### src/rtl/cache_ctrl_pkg.sv
// rtl/cache_ctrl_pkg.sv - shared state encoding and burst helpers for the writeback cache controller
package cache_ctrl_pkg;

  typedef enum logic [2:0] {
    READY     = 3'd0,
    WRITEBACK = 3'd1,
    MEMREAD   = 3'd2,
    WRITETHRU = 3'd3,
    NEXTINSTR = 3'd4,
    WAIT      = 3'd5
  } statetype;

  // True when the current beat index is the final word of the line.
  function automatic logic is_last_beat(input int unsigned beat, input int unsigned words);
    return beat == words - 1;
  endfunction

endpackage

### src/rtl/victim_rr_pointer.sv
// rtl/victim_rr_pointer.sv - round-robin replacement way pointer
module victim_rr_pointer #(
  parameter int WAYS = 2,
  parameter int VW   = (WAYS > 1) ? $clog2(WAYS) : 1
) (
  input  logic          clk,
  input  logic          reset,
  input  logic          advance,
  output logic [VW-1:0] VictimWay
);

  generate
    if (WAYS == 1) begin : g_direct
      // A direct-mapped cache always replaces way 0.
      logic unused_inputs;
      assign unused_inputs = clk ^ reset ^ advance;
      assign VictimWay     = '0;
    end else begin : g_rr
      // Step to the next way after each completed fill; power-of-two WAYS wraps naturally.
      always_ff @(posedge clk or posedge reset) begin
        if (reset) VictimWay <= '0;
        else if (advance) VictimWay <= VictimWay + 1'b1;
      end
    end
  endgenerate

endmodule

### src/rtl/param_writeback_cache_controller.sv
// rtl/param_writeback_cache_controller.sv - writeback/fill/write-through sequencer for an N-way data cache
module param_writeback_cache_controller
  import cache_ctrl_pkg::*;
#(
  parameter int WORDS_PER_LINE = 4,
  parameter int WAYS           = 2,
  parameter int WRITE_ALLOCATE = 1,
  localparam int BW = $clog2(WORDS_PER_LINE),
  localparam int VW = (WAYS > 1) ? $clog2(WAYS) : 1
) (
  input  logic          clk,
  input  logic          reset,
  input  logic          Hit,
  input  logic          Dirty,
  input  logic          MemWriteM,
  input  logic          MemtoRegM,
  input  logic          IStall,
  input  logic          BusReady,
  input  logic          BusError,
  input  logic [BW-1:0] WordOffset,
  output logic          Stall,
  output logic          CWE,
  output logic          BlockWE,
  output logic          DirtySet,
  output logic          HWriteM,
  output logic          MemRE,
  output logic          RDSel,
  output logic [BW-1:0] BeatCount,
  output logic [VW-1:0] VictimWay,
  output logic          Fault
);

  statetype state;
  logic     filled;     // NEXTINSTR was reached through a line fill, not a write-through
  logic     miss;
  logic     last_beat;
  logic     bus_err;
  logic     advance;

  assign miss      = (MemWriteM | MemtoRegM) & ~Hit;
  assign last_beat = is_last_beat(32'(BeatCount), WORDS_PER_LINE);
  assign bus_err   = BusReady & BusError;
  assign advance   = (state == MEMREAD) & BusReady & ~BusError & last_beat;

  victim_rr_pointer #(.WAYS(WAYS), .VW(VW)) u_victim (
    .clk       (clk),
    .reset     (reset),
    .advance   (advance),
    .VictimWay (VictimWay)
  );

  // State, beat counter and fault pulse; a bus error in any burst state aborts to READY.
  always_ff @(posedge clk or posedge reset) begin
    if (reset) begin
      state     <= READY;
      BeatCount <= '0;
      Fault     <= 1'b0;
      filled    <= 1'b0;
    end else begin
      Fault <= 1'b0;
      case (state)
        READY: begin
          if (miss) begin
            if (MemWriteM && (WRITE_ALLOCATE == 0)) state <= WRITETHRU;
            else if (Dirty)                         state <= WRITEBACK;
            else                                    state <= MEMREAD;
          end
        end
        WRITEBACK: begin
          if (bus_err) begin
            state     <= READY;
            BeatCount <= '0;
            Fault     <= 1'b1;
          end else if (BusReady) begin
            if (last_beat) begin
              state     <= MEMREAD;
              BeatCount <= '0;
            end else begin
              BeatCount <= BeatCount + 1'b1;
            end
          end
        end
        MEMREAD: begin
          if (bus_err) begin
            state     <= READY;
            BeatCount <= '0;
            Fault     <= 1'b1;
          end else if (BusReady) begin
            if (last_beat) begin
              state     <= NEXTINSTR;
              BeatCount <= '0;
              filled    <= 1'b1;
            end else begin
              BeatCount <= BeatCount + 1'b1;
            end
          end
        end
        WRITETHRU: begin
          if (bus_err) begin
            state <= READY;
            Fault <= 1'b1;
          end else if (BusReady) begin
            state  <= NEXTINSTR;
            filled <= 1'b0;
          end
        end
        NEXTINSTR, WAIT: state <= IStall ? WAIT : READY;
        default:         state <= READY;
      endcase
    end
  end

  // Per-state control strobes; Stall and the array writes must react in the access cycle.
  always_comb begin
    Stall    = 1'b0;
    CWE      = 1'b0;
    BlockWE  = 1'b0;
    DirtySet = 1'b0;
    HWriteM  = 1'b0;
    MemRE    = 1'b0;
    RDSel    = 1'b0;
    case (state)
      READY: begin
        Stall    = miss;
        CWE      = Hit & MemWriteM;
        DirtySet = Hit & MemWriteM;
      end
      WRITEBACK: begin
        Stall   = 1'b1;
        HWriteM = 1'b1;
      end
      MEMREAD: begin
        Stall   = 1'b1;
        MemRE   = 1'b1;
        BlockWE = ~bus_err;
        CWE     = BusReady & ~BusError;
      end
      WRITETHRU: begin
        Stall   = 1'b1;
        HWriteM = 1'b1;
      end
      NEXTINSTR: begin
        RDSel    = (WordOffset == BW'(WORDS_PER_LINE - 1));
        CWE      = MemWriteM & filled;
        DirtySet = MemWriteM & filled;
      end
      default: ;
    endcase
  end

endmodule

### config.mk
export PLATFORM = sky130hd
export DESIGN_NAME = param_writeback_cache_controller
export DESIGN_NICKNAME = d
export VERILOG_FILES = /design/src/rtl/cache_ctrl_pkg.sv /design/src/rtl/victim_rr_pointer.sv /design/src/rtl/param_writeback_cache_controller.sv
export SDC_FILE = /design/constraint.sdc
export NUM_CORES = 1
export LEC_CHECK = 0
export ABC_AREA = 1
export CAP_MARGIN = 20
export CORE_MARGIN = 4
export CORE_UTILIZATION = 25
export DETAILED_ROUTE_END_ITERATION = 10
export PLACE_DENSITY_LB_ADDON = 0.25
export SETUP_SLACK_MARGIN = 0.4
export SLEW_MARGIN = 20
export SYNTH_ARGS = -nofsm -noshare
export SYNTH_HDL_FRONTEND = slang
export SYNTH_HIERARCHICAL = 1
export SYNTH_SLANG_ARGS = --single-unit
export TNS_END_PERCENT = 20
### constraint.sdc
create_clock -name clk -period 1.8 [get_ports clk]
set_clock_uncertainty 0.2 [all_clocks]
set_input_delay 0.27 -clock clk [delete_from_list [all_inputs] [get_ports clk]]
set_output_delay 0.27 -clock clk [all_outputs]
set_load 0.02 [all_outputs]
# [After elaboration in Yosys (flattened, before gate mapping)]
# Index checks and enable logic that the tools add are counted.
[totals] ff_bits=8 output_inout_bits=11
[op_classes] n_addsub=2 eq_ne=18 muxes=30 n_bitwise=12 n_reduce_logical=10
[op_table] operator="2-to-1 mux 3 bit" count=10
[op_table] operator="!= test 3 bit (second input constant)" count=5
[op_table] operator="one-hot mux 3 bit (5 select lines)" count=1
[op_table] operator="!= test 2 bit (second input constant)" count=6
[op_table] operator="AND reduction 6 bit" count=2
[op_table] operator="2-to-1 mux 1 bit" count=11
[op_table] operator="AND 1 bit" count=8
[op_table] operator="2-to-1 mux 2 bit" count=4
[op_table] operator="== test 3 x 2 -> 1 bit (second input constant)" count=2
[op_table] operator="== test 3 bit (second input constant)" count=2
[op_table] operator="one-hot mux 1 bit (2 select lines)" count=3
[op_table] operator="OR reduction 2 bit" count=3
[op_table] operator="== test 2 bit (second input constant)" count=2
[op_table] operator="nonzero test 2 bit" count=2
[op_table] operator="== test 3 x 1 -> 1 bit (second input constant)" count=1
[op_table] operator="zero test 3 bit" count=1
[op_table] operator="NOT 1 bit" count=3
[op_table] operator="one-hot mux 1 bit (3 select lines)" count=1
[op_table] operator="OR reduction 3 bit" count=1
[op_table] operator="adder 2 x 1 -> 2 bit (second input constant)" count=1
[op_table] operator="AND reduction 2 bit" count=1
[op_table] operator="adder 1 bit (second input constant)" count=1
[op_table] operator="OR 1 bit" count=1

# [Depth between registers and ports, before layout]
[depth] ltp_word=5 mapped_depth=8

# [By module]
# The synthesis kept the hierarchy.
[modules_own_cells] module="param_writeback_cache_controller" instances=1 cells_per_inst=74 area_each_um2=501.7 seq_area_each_um2=175.2
[modules_own_cells] module="victim_rr_pointer" instances=1 cells_per_inst=7 area_each_um2=47.5 seq_area_each_um2=25.0

# [Least setup slack after synthesis]
# Ideal clock, no wire load.
[synth_timing] path_kind="reg2out" from="register state[2]" to="output CWE" t_arrival_ns=1.078 slack_ns=0.252 path_stages_with_launch=6 cell_sequence="dfrtp_1 > inv_2 > nand3_2 > inv_1 > nand2_1 > nand3_1"
[synth_between] elab_chain_cells=2 word_cells_on_any_way=4 classes_between="eq/ne (2); mux (1); reduce/logical (1)"
[synth_lines] element="start, declared" line="param_writeback_cache_controller.sv:33" text="statetype state;"
[synth_lines] element="start signal, assigned" line="param_writeback_cache_controller.sv:107" text="NEXTINSTR, WAIT: state <= IStall ? WAIT : READY;"
[synth_lines] element="== test 3 bit (tied with other cells)" line="param_writeback_cache_controller.sv:122" text="case (state)"
[synth_lines] element="one-hot mux 1 bit (3 select lines) *" line="param_writeback_cache_controller.sv:122"
[synth_lines] element="end, declared" line="param_writeback_cache_controller.sv:22" text="output logic CWE,"
# Mark *: on every way between the ends. The rest lies on a longest branch, timed or not.

# [Worst setup path in the final report]
[layout_timing] from="register state[1]" to="output Stall"
[layout_between] elab_chain_cells=3 word_cells_on_any_way=6 classes_between="eq/ne (3); mux (1); reduce/logical (2)"
[layout_lines] element="== test 3 x 2 -> 1 bit / == test 3 x 1 -> 1 bit (equally long branches)" line="param_writeback_cache_controller.sv:122"
[layout_lines] element="OR reduction 3 bit (no line)"
[layout_lines] element="one-hot mux 1 bit (2 select lines) *" line="param_writeback_cache_controller.sv:122"
[layout_lines] element="end, declared" line="param_writeback_cache_controller.sv:21" text="output logic Stall,"
# Marks and branches as above.

==> results.sh <==
export IMPL_gp_congestion=0.842
export IMPL_hp_start="u_victim/VictimWay"
export IMPL_gr_usage_all_layers=0.130
export IMPL_tightest_slew_ps=295
export IMPL_yosysTopAreaCellShare=0.364
export IMPL_fin_area_um2=1010
export IMPL_drv_slew=0
export IMPL_crit_start="state[1]"
export IMPL_grt_overflow=0
export IMPL_cts_path_max_buffers=2
export IMPL_cts_sinks=8
export IMPL_status="complete, no violations"
export IMPL_fin_crit_ps=1680
export IMPL_worstSetupPathType="register to output port"
export IMPL_fmax_ghz=0.595
export IMPL_synth_cell_area_um2=549
export IMPL_final_common_cell="buf_4"
export IMPL_clk_latency_ps=250
export IMPL_grt_max_degree=8
export IMPL_start_kind="register"
export IMPL_antenna_found_initial=0
export IMPL_htreeDepth=1
export IMPL_dp_hpwl_um=1290
export IMPL_dieArea_um2=3010
export IMPL_syn_instance_count=81
export IMPL_worst_setup_path_end_kind="output port"
export IMPL_ys_ff_latch=8
export IMPL_core_area_um2=2020
export IMPL_hold_depth=2
export IMPL_via_per_inst=4.19
export IMPL_cts_tree="built"
export IMPL_reg2regPathDepth=10
export IMPL_drt_total_wl_um=1530
export IMPL_cp_max_fo=3
export IMPL_maxCapViolCount=0
export IMPL_mostFrequentLayoutCells="20 x buf_4, 13 x nand2_1, 11 x inv_1, 11 x nor2_1, 9 x clkdlybuf4s50_1"
export IMPL_ys_warn_count=6
export IMPL_avgSynthCellArea_um2=6.78
export IMPL_nNetsFinal=139
export IMPL_yosysTopAreaCell="dfrtp_1"
export IMPL_grt_pass1_wl_um=2730
export IMPL_area_growth_pct=83.4
export IMPL_dr_total_vias=637
export IMPL_pin_count=22
export IMPL_synth_nets=93
export IMPL_finalCoreUtilization=0.498
export IMPL_n_antenna_cell=0
export IMPL_core_rowCount=16
export IMPL_ir_drop_mv=0.891
export IMPL_rr_startpoint="state[0]"
export IMPL_die_h_um=54.9
export IMPL_drive_gt1_frac=0.384
export IMPL_required_ps=1330
export IMPL_root_buffer="clkbuf_4"
export IMPL_rsz0062_at_grt="true"
export IMPL_cts_buffers=3
export IMPL_synth_distinct_cells=17
export IMPL_holdCritPathClass="register to register"
export IMPL_path_clk_slew_ps=60
export IMPL_firstDrtPassIters=2
export IMPL_finalCritPeriodShare=0.933
export IMPL_slew_headroom=0.803
export IMPL_r2r_setup_slack_ps=330
export IMPL_wl_per_cell_um=10.0
export IMPL_setup_violations_final=0
export IMPL_p_leak_nw=0.546
export IMPL_start_util=0.272
export IMPL_port_buffers=21
export IMPL_r2r_end="u_victim/VictimWay"
export IMPL_dieWidth_um=54.9
export IMPL_placed_cell_area_um2=936
export IMPL_synth_seq_area_share=0.364
export IMPL_drc=0
export IMPL_final_hold_violation_count=0
export IMPL_grt_pass1_vias=643
export IMPL_drtIter0Drc=3
export IMPL_hold_path_end="u_victim/VictimWay"
export IMPL_ant_nets=0
export IMPL_critPathArrivalTime_ps=1210
export IMPL_power_per_cell_area_nw_per_um2=1500
export IMPL_synthTopCellsByArea="dfrtp_1 36%, nand2_1 12%, inv_1 9.6%"
## worst max-delay path by stage
| stage | endpoint | slack [ps] | depth (start not counted) |
|---|---|---|---|
| floorplan | CWE | 380 | 5 |
| detailed placement | CWE | -380 | 6 |
| global placement | CWE | -360 | 6 |
| CTS | CWE | 100 | 7 |
| finish | Stall | 120 | 6 |
| global route | CWE | 30 | 7 |
## what timing repair did
action                     CTS  global route
hold buffers                 1             0
buffers inserted             1             0
setup endpoints to repair   18            18
hold endpoints to repair     1             0
gates resized for setup     52             2
gates cloned                 0             0
pin swaps                    5             3
## state kept, by name, summed over array words and instances, names as in the netlist
register            cells
BeatCount               2
Fault                   1
filled                  1
state                   3
u_victim/VictimWay      1
## synthesized netlist by cell type
master,number
a21oi_1,1
a31oi_1,1
and3_1,1
dfrtp_1,8
ha_1,1
inv_1,14
inv_2,2
mux2i_1,1
nand2_1,17
nand2_2,3
nand3_1,10
nand3_2,3
nand4_1,1
nor2_1,12
o211ai_1,1
o21ai_0,4
o21bai_1,1
## area by class of cell
cell class | count | area (um2)
clock buffers | 3 | 22.5
repair buffers | 41 | 354
multi-input cells | 57 | 334
well taps | 27 | 33.8
inverters | 16 | 62.6
flip-flops and latches | 8 | 200
fillers | 195 | 1010
## where the power goes
part	switching, W	internal [W]	total, W
combinational	0.000565	0.000507	0.00107
sequential	0.0000511	0.000254	0.000305
clock	0.0000600	0.0000762	0.000136
## routing by layer
layer | vias to the layer above | part of all wire | track usage
li1 | 348 | - | -
met5 | - | 0 | 0
met1 | 279 | 0.43 | 0.146
met4 | 0 | 0 | 0.0124
met2 | 10 | 0.52 | 0.228
met3 | 0 | 0.050 | 0.0627
## logic make-up (layout without fill, tap and decap cells)
| logic type | after synthesis | count (layout) | share of synthesized area |
|---|---|---|---|
| AND/OR/NAND/NOR | 47 | 47 | 0.401 |
| buffers and inverters | 16 | 60 | 0.109 |
| AO/OA/AOI/OAI | 8 | 8 | 0.0843 |
| adder cells (fa/ha/maj) | 1 | 1 | 0.0228 |
| multiplexers | 1 | 1 | 0.0182 |
| flip-flops | 8 | 8 | 0.364 |
## stage by stage
stage	std cells	setup slack, ps	hold slack, ps	total power [W]	setup TNS, ps
finish	152	120	301	0.00151	0
global route	152	32.0	329	0.00167	0
CTS	152	103	309	0.00152	0
detailed placement	147	-379	247	0.00132	-1480
global placement	147	-364	240	0.00132	-1430
floorplan	81	380	-201	0.000818	0
## worst max-delay path, stage by stage (launching register included)
cell and delay (ps):
dfrtp_1 390, inv_2 80, nand2_2 70, buf_4 140
nand2_2 60, o21ai_1 60, buf_4 150
Power figures use the tool's default switching activity.
